### src/rtl/uart_program_loader_pkg.sv
// uart_program_loader_pkg: shared widths, 8N1 framing constants, state encodings and word assembly
package uart_program_loader_pkg;
  localparam int INS_W = 21;
  localparam int ADDR_W = 16;
  localparam int DATA_BITS = 8;
  localparam logic START_BIT = 1'b0;
  localparam logic STOP_BIT = 1'b1;
  typedef enum logic [2:0] {LEN_LO, LEN_HI, B0, B1, B2, WRITE, DONE} load_state_e;
  typedef enum logic [1:0] {RX_IDLE, RX_START, RX_DATA, RX_STOP} rx_state_e;
  function automatic logic [INS_W-1:0] assemble(input logic [4:0] b2, input logic [7:0] b1, input logic [7:0] b0);
    return {b2, b1, b0};
  endfunction
endpackage

### src/rtl/uart_program_loader_if.sv
// uart_program_loader_if: serial input and program-memory write port of the loader
interface uart_program_loader_if;
  logic uart_rx;
  logic prog_we;
  logic [uart_program_loader_pkg::ADDR_W-1:0] prog_addr;
  logic [uart_program_loader_pkg::INS_W-1:0] prog_data;
  logic cpu_run;
  logic busy;
  logic frame_err;
  modport master(input uart_rx, output prog_we, prog_addr, prog_data, cpu_run, busy, frame_err);
  modport slave(output uart_rx, input prog_we, prog_addr, prog_data, cpu_run, busy, frame_err);
endinterface

### src/rtl/uart_program_loader_rx_byte.sv
// uart_rx_byte: 8N1 receiver with input synchroniser, glitch rejection and framing check
module uart_rx_byte
  import uart_program_loader_pkg::*;
#(
  parameter int CLK_DIV = 868
) (
  input  logic       clk,
  input  logic       rst_n,
  input  logic       rx,
  output logic [7:0] byte_out,
  output logic       byte_valid,
  output logic       frame_err_pulse
);
  localparam int CW = $clog2(CLK_DIV);
  rx_state_e     state_q;
  logic [CW-1:0] cnt_q;
  logic [2:0]    bit_q;
  logic [2:0]    sync_q;
  logic [7:0]    byte_q;
  logic          valid_q;
  logic          ferr_q;
  logic          rx_s;
  // sync_q[1] is the synchronised line, sync_q[2] its previous value for edge detection
  assign rx_s = sync_q[1];
  assign byte_out = byte_q;
  assign byte_valid = valid_q;
  assign frame_err_pulse = ferr_q;
  always_ff @(posedge clk or negedge rst_n) begin
    if (!rst_n) begin
      state_q <= RX_IDLE;
      cnt_q <= '0;
      bit_q <= '0;
      sync_q <= '1;
      byte_q <= '0;
      valid_q <= 1'b0;
      ferr_q <= 1'b0;
    end else begin
      sync_q <= {sync_q[1:0], rx};
      valid_q <= 1'b0;
      ferr_q <= 1'b0;
      cnt_q <= cnt_q + 1'b1;
      case (state_q)
        RX_IDLE: begin
          cnt_q <= '0;
          if (sync_q[2] && !rx_s) state_q <= RX_START;
        end
        RX_START: if (cnt_q == CW'(CLK_DIV / 2 - 1)) begin
          cnt_q <= '0;
          bit_q <= '0;
          state_q <= (rx_s == START_BIT) ? RX_DATA : RX_IDLE;
        end
        RX_DATA: if (cnt_q == CW'(CLK_DIV - 1)) begin
          cnt_q <= '0;
          byte_q <= {rx_s, byte_q[7:1]};
          bit_q <= bit_q + 1'b1;
          if (bit_q == 3'(DATA_BITS - 1)) state_q <= RX_STOP;
        end
        RX_STOP: if (cnt_q == CW'(CLK_DIV - 1)) begin
          valid_q <= (rx_s == STOP_BIT);
          ferr_q <= (rx_s != STOP_BIT);
          state_q <= RX_IDLE;
        end
        default: state_q <= RX_IDLE;
      endcase
    end
  end
endmodule

### src/rtl/uart_program_loader.sv
// uart_program_loader: loads a length-prefixed 21-bit program image from UART into program memory
module uart_program_loader
  import uart_program_loader_pkg::*;
#(
  parameter int CLK_DIV = 868
) (
  input logic                  clk,
  input logic                  rst_n,
  uart_program_loader_if.master bus
);
  load_state_e       state_q;
  logic [ADDR_W-1:0] len_q;
  logic [ADDR_W-1:0] addr_q;
  logic [INS_W-1:0]  data_q;
  logic [7:0]        b0_q;
  logic [7:0]        b1_q;
  logic              we_q;
  logic              run_q;
  logic              busy_q;
  logic              ferr_q;
  logic [7:0]        rx_byte;
  logic              rx_valid;
  logic              rx_ferr;
  uart_rx_byte #(.CLK_DIV(CLK_DIV)) u_rx (
    .clk(clk),
    .rst_n(rst_n),
    .rx(bus.uart_rx),
    .byte_out(rx_byte),
    .byte_valid(rx_valid),
    .frame_err_pulse(rx_ferr)
  );
  assign bus.prog_we = we_q;
  assign bus.prog_addr = addr_q;
  assign bus.prog_data = data_q;
  assign bus.cpu_run = run_q;
  assign bus.busy = busy_q;
  assign bus.frame_err = ferr_q;
  always_ff @(posedge clk or negedge rst_n) begin
    if (!rst_n) begin
      state_q <= LEN_LO;
      len_q <= '0;
      addr_q <= '0;
      data_q <= '0;
      b0_q <= '0;
      b1_q <= '0;
      we_q <= 1'b0;
      run_q <= 1'b0;
      busy_q <= 1'b0;
      ferr_q <= 1'b0;
    end else begin
      we_q <= 1'b0;
      ferr_q <= ferr_q | rx_ferr;
      // a framing error abandons the image; a finished load is never disturbed
      if (rx_ferr && state_q != DONE) begin
        state_q <= LEN_LO;
        addr_q <= '0;
        busy_q <= 1'b0;
      end else begin
        case (state_q)
          LEN_LO: if (rx_valid) begin
            len_q[7:0] <= rx_byte;
            busy_q <= 1'b1;
            state_q <= LEN_HI;
          end
          LEN_HI: if (rx_valid) begin
            len_q[15:8] <= rx_byte;
            if ({rx_byte, len_q[7:0]} == '0) begin
              busy_q <= 1'b0;
              run_q <= 1'b1;
              state_q <= DONE;
            end else state_q <= B0;
          end
          B0: if (rx_valid) begin
            b0_q <= rx_byte;
            state_q <= B1;
          end
          B1: if (rx_valid) begin
            b1_q <= rx_byte;
            state_q <= B2;
          end
          B2: if (rx_valid) begin
            data_q <= assemble(rx_byte[4:0], b1_q, b0_q);
            we_q <= 1'b1;
            state_q <= WRITE;
          end
          WRITE: begin
            addr_q <= addr_q + 1'b1;
            if (addr_q + 1'b1 == len_q) begin
              busy_q <= 1'b0;
              run_q <= 1'b1;
              state_q <= DONE;
            end else state_q <= B0;
          end
          DONE: state_q <= DONE;
          default: state_q <= LEN_LO;
        endcase
      end
    end
  end
endmodule

### src/flat_wrapper.sv
// flat-port wrapper written by rule: the top's interface ports become plain ports
module uart_program_loader_flat import uart_program_loader_pkg::*;
#(
  parameter int CLK_DIV = 868
)
  (clk, rst_n, bus_uart_rx, bus_prog_we, bus_prog_addr, bus_prog_data, bus_cpu_run, bus_busy, bus_frame_err);
  uart_program_loader_if bus_i ();
  input logic clk;
  input logic rst_n;
  input wire logic [$bits(bus_i.uart_rx)-1:0] bus_uart_rx;
  output wire logic [$bits(bus_i.prog_we)-1:0] bus_prog_we;
  output wire logic [$bits(bus_i.prog_addr)-1:0] bus_prog_addr;
  output wire logic [$bits(bus_i.prog_data)-1:0] bus_prog_data;
  output wire logic [$bits(bus_i.cpu_run)-1:0] bus_cpu_run;
  output wire logic [$bits(bus_i.busy)-1:0] bus_busy;
  output wire logic [$bits(bus_i.frame_err)-1:0] bus_frame_err;
  assign bus_i.uart_rx = bus_uart_rx;
  assign bus_prog_we = bus_i.prog_we;
  assign bus_prog_addr = bus_i.prog_addr;
  assign bus_prog_data = bus_i.prog_data;
  assign bus_cpu_run = bus_i.cpu_run;
  assign bus_busy = bus_i.busy;
  assign bus_frame_err = bus_i.frame_err;
  uart_program_loader #(.CLK_DIV(CLK_DIV)) u_core (.clk(clk), .rst_n(rst_n), .bus(bus_i));
endmodule
### config.mk
export PLATFORM = sky130hd
export DESIGN_NAME = uart_program_loader_flat
export DESIGN_NICKNAME = d
export VERILOG_FILES = /design/src/rtl/uart_program_loader_pkg.sv /design/src/rtl/uart_program_loader_if.sv /design/src/rtl/uart_program_loader_rx_byte.sv /design/src/rtl/uart_program_loader.sv /design/src/flat_wrapper.sv
export SDC_FILE = /design/constraint.sdc
export NUM_CORES = 1
export LEC_CHECK = 0
export CAP_MARGIN = 20
export CORE_UTILIZATION = 60
export DETAILED_ROUTE_END_ITERATION = 12
export PLACE_DENSITY = 0.89
export SLEW_MARGIN = 0
export SYNTH_ARGS = -nofsm -noshare
export SYNTH_HDL_FRONTEND = slang
export SYNTH_SLANG_ARGS = --single-unit
### constraint.sdc
create_clock -name clk -period 5.29 [get_ports clk]
set_input_delay 0.529 -clock clk [delete_from_list [all_inputs] [get_ports clk]]
set_output_delay 0.529 -clock clk [all_outputs]
set_load 0.005 [all_outputs]
**Word-level counts from Yosys, hierarchy flattened**

Cells that the tools add are included.

- Output and inout bits: 41
- Logic and storage cells: 115
- Input bits: 3
- Bits in registers: 104

- Equality and inequality tests: 29
- Muxes and demuxes: 41
- Add/sub/neg operators: 3
- Bitwise logic cells: 3
- Reductions and logical operators: 21

Operator list:

| operator | count |
|---|---|
| 16-bit 2-to-1 mux | 2 |
| 3-bit 2-to-1 mux | 10 |
| 10-bit case mux with 3 select lines | 1 |
| 3-bit case mux with 7 select lines | 1 |
| 10-bit 2-to-1 mux | 2 |
| 5-bit AND reduction | 4 |
| 3-bit AND reduction | 6 |
| 16-bit by 1-bit adder with 16-bit output (second input constant) | 1 |
| 16-bit equality test | 1 |
| 16-bit logical NOT | 1 |
| 1-bit 2-to-1 mux | 15 |
| 3-bit by 2-bit inequality test with 1-bit output (second input constant) | 5 |
| 3-bit equality test (second input constant) | 4 |
| 2-bit 2-to-1 mux | 6 |
| 2-bit inequality test (second input constant) | 6 |
| 10-bit by 1-bit adder with 10-bit output (second input constant) | 1 |
| 10-bit equality test (second input constant) | 1 |
| 10-bit by 9-bit equality test with 1-bit output (second input constant) | 1 |
| 2-bit case mux with 4 select lines | 1 |
| 3-bit by 2-bit equality test with 1-bit output (second input constant) | 2 |
| 3-bit by 1-bit inequality test with 1-bit output (second input constant) | 2 |
| 3-bit case mux with 2 select lines | 1 |
| 2-bit nonzero test | 3 |
| 2-bit equality test (second input constant) | 2 |
| 15 further kinds | 18 |

**Longest topological paths before layout**

- Depth in word-level cells: 5
- Depth in mapped cells: 8
- Mapped depth without buffers: 7

**Cells and area by module**

From an unflattened synthesis, not the netlist that was laid out.

- Cell total of the unflattened synthesis: 486
- Area, all modules: 4983.5 um2

By module, submodules not included:

| module | instances | cells each | area each (um2) | sequential area each (um2) |
|---|---|---|---|---|
| uart_program_loader | 1 | 382 | 3736.1 | 1901.8 |
| uart_rx_byte | 1 | 104 | 1247.4 | 704.4 |

**Worst setup path after synthesis**

No wires, ideal clock.

- Kind: register -> register
- Start point: register u_core.addr_q[0], in the netlist u_core.bus.prog_addr[0]
- End point: register u_core.run_q, in the netlist u_core.bus.cpu_run
- Required time: 5.207 ns
- Buffers on the path: 0
- Setup time: 0.083 ns
- Path slack: 3.279 ns
- Arrival time: 1.928 ns
- Period minus slack after synthesis: 2.011 ns
- Cell stages (with the launch flop): 8
- Path through: dfrtp_1 -> ha_1 -> nand3_1 -> or3_1 -> a21oi_1 -> o311a_1 -> nand4_1 -> o21ai_0

- Cells in the longest elaborated chain, start to end: 4

Ends and longest elaborated chain:

| element | line | source |
|---|---|---|
| start: declaration | uart_program_loader.sv:13 | `logic [ADDR_W-1:0] addr_q;` |
| start signal: assignment | uart_program_loader.sv:87 | `addr_q <= addr_q + 1'b1;` |
| 16-bit by 1-bit adder with 16-bit output | uart_program_loader.sv:88 | `if (addr_q + 1'b1 == len_q) begin` |
| 16-bit equality test | uart_program_loader.sv:88 |  |
| 2-bit by 1-bit inequality test with 1-bit output (no source line) | n/a |  |
| 5-bit AND reduction (no source line) | n/a |  |
| end signal: assignment | uart_program_loader.sv:47 | `run_q <= 1'b0;` |
| end signal: assignment | uart_program_loader.sv:69 | `run_q <= 1'b1;` |
| end signal: assignment | uart_program_loader.sv:90 | `run_q <= 1'b1;` |
| end: declaration | uart_program_loader.sv:18 | `logic run_q;` |

No other way between the ends.
A chain may end at the register's enable or synchronous reset.

**Final worst setup path**

- Start point: register u_core.state_q[2]
- End point: register u_core.data_q[15], in the netlist u_core.bus.prog_data[15]

- Cells in the longest elaborated chain, start to end: 4
- Elaborated cells on any way between the ends: 5
- Classes of those cells: 2 x eq/ne; 1 x bitwise; 2 x reduce/logical

Ends and longest elaborated chain:

| element | line | source |
|---|---|---|
| start: declaration | uart_program_loader.sv:11 | `load_state_e state_q;` |
| start signal: assignment | uart_program_loader.sv:40 | `state_q <= LEN_LO;` |
| start signal: assignment | uart_program_loader.sv:55 | `state_q <= LEN_LO;` |
| start signal: assignment | uart_program_loader.sv:63 | `state_q <= LEN_HI;` |
| 3-bit inequality test | uart_program_loader.sv:54 | `if (rx_ferr && state_q != DONE) begin` |
| 1-bit logical AND | uart_program_loader.sv:54 |  |
| 1-bit NOT (no source line) | n/a |  |
| 3-bit AND reduction (no source line) * | n/a |  |
| end signal: assignment | uart_program_loader.sv:82 | `data_q <= assemble(rx_byte[4:0], b1_q, b0_q);` |
| end: declaration | uart_program_loader.sv:14 | `logic [INS_W-1:0] data_q;` |

Every way passes the cells marked *; elsewhere a longest branch is shown, timed or not.

==> results.sh <==
export IMPL_tns_ns=0
export IMPL_die_h_um=93.3
export IMPL_path_delay_family="simple AND/OR/NAND/NOR gates"
export IMPL_antenna_found_initial=0
export IMPL_p_sw_share_pct=25.9
export IMPL_skew_ns=0.0154
export IMPL_numCtsBuffers=9
export IMPL_dp_cells=610
export IMPL_synth_mux_area_fraction_pct=9.81
export IMPL_worst_pin_slew_ns=0.908
export IMPL_grt_pass1_wl_um=18400
export IMPL_ant_nets=0
export IMPL_post_route_min_period_ns=2.60
export IMPL_hp_class="input port to async pin"
export IMPL_worstReg2RegEnd="u_core.bus.prog_data[15]"
export IMPL_rsz0062_at_grt="false"
export IMPL_setup_ws_ns=2.69
export IMPL_leakage_nw=2.73
export IMPL_coreArea_um2=7890
export IMPL_worstRegToRegCells=6
export IMPL_cts_tree="built"
export IMPL_portBuffers=43
export IMPL_hold_viol_final=0
export IMPL_irDropWorstVdd_mv=0.150
export IMPL_antenna_cells=0
export IMPL_worstPathArrival_ns=2.91
export IMPL_area_growth_syn_to_layout_pct=14.1
export IMPL_path_max_fanout=22
export IMPL_cts_resized=0
export IMPL_max_cap_viol_count=0
export IMPL_cts_clk_slew_worst_paths_ns=0.12
export IMPL_end_kind="register"
export IMPL_cts_setup_buffers=0
export IMPL_synth_edff_count=0
export IMPL_drtIter0Drc=231
export IMPL_ys_async_sr_fraction_pct=100
export IMPL_grt_max_degree=77
export IMPL_syn_avg_cell_area_um2=10.4
export IMPL_fin_crit_sh_pct=49.1
export IMPL_crit_chain="nor2b_1, nor2b_1, nand2_1, inv_1, nand2_1, nand2_1"
export IMPL_clkPwrFrac_pct=37.1
export IMPL_crit_buf_inv=1
export IMPL_gp_congestion=0.871
export IMPL_setup_violations=0
export IMPL_synth_xor_area_share_pct=5.38
export IMPL_final_common_cell="dfrtp_1"
export IMPL_fp_row_count=32
export IMPL_hpwl_um=7230
export IMPL_slew_headroom_pct=39.5
export IMPL_final_area_um2=5710
export IMPL_num_io_pins=44
export IMPL_dp_slack_ns=2.76
export IMPL_netlist_area_um2=5000
export IMPL_required_ns=5.60
export IMPL_synthSimpleGateAreaFrac_pct=19.9
export IMPL_synth_seq_cells=104
export IMPL_grt_pass1_vias=3739
export IMPL_switching_power_w=0.000377
export IMPL_cp_start_kind="register"
export IMPL_yosysWarnings=0
export IMPL_synth_ff_type="dfrtp_1"
export IMPL_drive_above_1_share_pct=14.7
export IMPL_die_width_um=93.3
export IMPL_ctsHoldBuffers=0
export IMPL_post_dp_cell_area_um2=5490
export IMPL_wl_per_cell_um=17.5
export IMPL_fmax_mhz=385
export IMPL_slew_violations=0
export IMPL_firstDrtPassIters=4
export IMPL_dieArea_um2=8700
export IMPL_grt_util_all_layers_pct=27.3
export IMPL_comb_power_share_pct=5.1
export IMPL_path_class="register to register"
export IMPL_clk_path_buf_depth=2
export IMPL_finalNonFillerCells=626
export IMPL_p_int_w=0.00108
export IMPL_cp_slowest_cell="inv_1"
export IMPL_yosysSeqAreaShare_pct=52.1
export IMPL_p_seq_share_pct=57.8
export IMPL_syn_inst=483
export IMPL_synth_distinct_cells=57
export IMPL_drcViolationCount=0
export IMPL_status="finished clean"
export IMPL_max_stage_delay_ns=0.70
export IMPL_start_util_pct=63.4
export IMPL_p_per_area_nw_per_um2=255
export IMPL_vias_per_cell=6.04
export IMPL_r2r_setup_slack_ns=2.69
export IMPL_htreeDepth=3
export IMPL_clock_sinks=104
export IMPL_final_cell_mix="dfrtp_1 (101), nand2_1 (97), clkdlybuf4s50_1 (42)"
export IMPL_layout_nets=527
export IMPL_clkLatencyLatePin_ns=0.38
export IMPL_p_total_w=0.00146
export IMPL_route_vias_total=3780
export IMPL_synth_top_family_by_area="simple AND/OR/NAND/NOR gates"
export IMPL_synthAdderAreaFrac_pct=1.25
export IMPL_routed_wl_um=11000
export IMPL_path_common_cell="nand2_1"
export IMPL_r2r_start="u_core.state_q[2]"
export IMPL_grt_overflow=0
export IMPL_synth_compound_area_share_pct=9.23
export IMPL_synth_fp_nets=491
export IMPL_clockRootBuffer="clkbuf_8"
-- cell families (layout without fill, tap and decap cells) --
kind of cell | count (synthesis) | after routing
simple gates | 201 | 201
flops | 104 | 104
compound gates | 72 | 72
mux | 44 | 44
xor+xnor | 29 | 29
buf+inv | 28 | 69
fa+ha+maj | 5 | 5
-- power by group through the flow --
stage	clock (W)	combinational [W]	sequential (W)
after floorplan	0	0.0000506	0.000849
after global placement	0	0.0000708	0.000853
after detailed placement	0	0.0000745	0.000857
after CTS	0.000544	0.0000755	0.000842
after global routing	0.000581	0.0000869	0.000846
final	0.000540	0.0000741	0.000842
-- synth_stat cells, types with 3 or more instances --
| master | instances | area share, % |
|---|---|---|
| nand4_1 | 3 | 0.38 |
| nor3_1 | 5 | 0.50 |
| nand3b_1 | 3 | 0.45 |
| o22ai_1 | 7 | 0.88 |
| nor4_1 | 6 | 0.75 |
| ha_1 | 5 | 1.3 |
| o21ai_0 | 29 | 2.9 |
| dfstp_2 | 3 | 1.6 |
| inv_1 | 8 | 0.60 |
| buf_2 | 7 | 0.70 |
| mux2i_1 | 4 | 0.80 |
| a21oi_1 | 6 | 0.60 |
| clkbuf_1 | 13 | 0.98 |
| dfrtp_1 | 101 | 51 |
| xnor2_1 | 18 | 3.2 |
| nand3_1 | 11 | 1.1 |
| a31oi_1 | 6 | 0.75 |
| nand4b_1 | 3 | 0.53 |
| nor2_1 | 38 | 2.9 |
| nor2b_1 | 13 | 1.6 |
| and3_1 | 3 | 0.38 |
| mux2_2 | 40 | 9.0 |
| o31ai_1 | 4 | 0.60 |
| nand2_1 | 97 | 7.3 |
| xor2_1 | 10 | 1.8 |
-- final cells by class --
cell class                      count  area, µm²
Tap cell                          102        128
Sequential cell                   104       2610
Clock inverter                      7       95.1
Timing Repair Buffer               45        443
Fill cell                         526       2180
Clock buffer                        9        124
Inverter                            8       30.0
Multi-Input combinational cell    351       2280
-- sequential cells by signal, indices dropped and copies added, names as in the netlist, 3 cells and up, named ones only --
| signal | cells |
|---|---|
| u_core.u_rx.sync_q | 3 |
| u_core.b0_q | 8 |
| u_core.u_rx.cnt_q | 10 |
| u_core.u_rx.byte_out | 8 |
| u_core.b1_q | 8 |
| u_core.bus.prog_addr | 16 |
| u_core.len_q | 16 |
| u_core.u_rx.bit_q | 3 |
| u_core.state_q | 3 |
| u_core.bus.prog_data | 21 |
-- worst max path at each step --
| stage | from | end | slack [ns] | depth (start not counted) |
|---|---|---|---|---|
| final | u_core.state_q[2] | u_core.bus.prog_data[15] | 2.69 | 6 |
| after global routing | u_core.state_q[2] | u_core.bus.prog_data[14] | 2.42 | 6 |
| after CTS | u_core.state_q[2] | u_core.bus.prog_data[15] | 2.70 | 6 |
| after detailed placement | u_core.state_q[2] | u_core.bus.prog_data[10] | 2.76 | 6 |
| after global placement | u_core.state_q[2] | u_core.bus.prog_data[17] | 2.87 | 6 |
| after floorplan | u_core.bus.prog_addr[0] | u_core.bus.cpu_run | 3.28 | 7 |
-- per-stage QoR --
| step | hold WS (ns) | utilization (%) |
|---|---|---|
| floorplan | 0.233 | - |
| global placement | 0.345 | 69.6 |
| detailed placement | 0.353 | 69.6 |
| CTS | 0.0694 | 72.3 |
| global route | 0.0836 | 72.3 |
| finish | 0.0609 | 72.3 |
-- per-layer routing --
layer  vias to the layer above  wire length (µm)  global-route usage, %
li1                       1745                 -                      -
met1                      1862              4800                   38.3
met2                       154              5310                   44.1
met3                        19               643                   3.82
met4                         0               210                   9.36
met5                         -                 0                      0
Power figures use the tool's default switching activity.
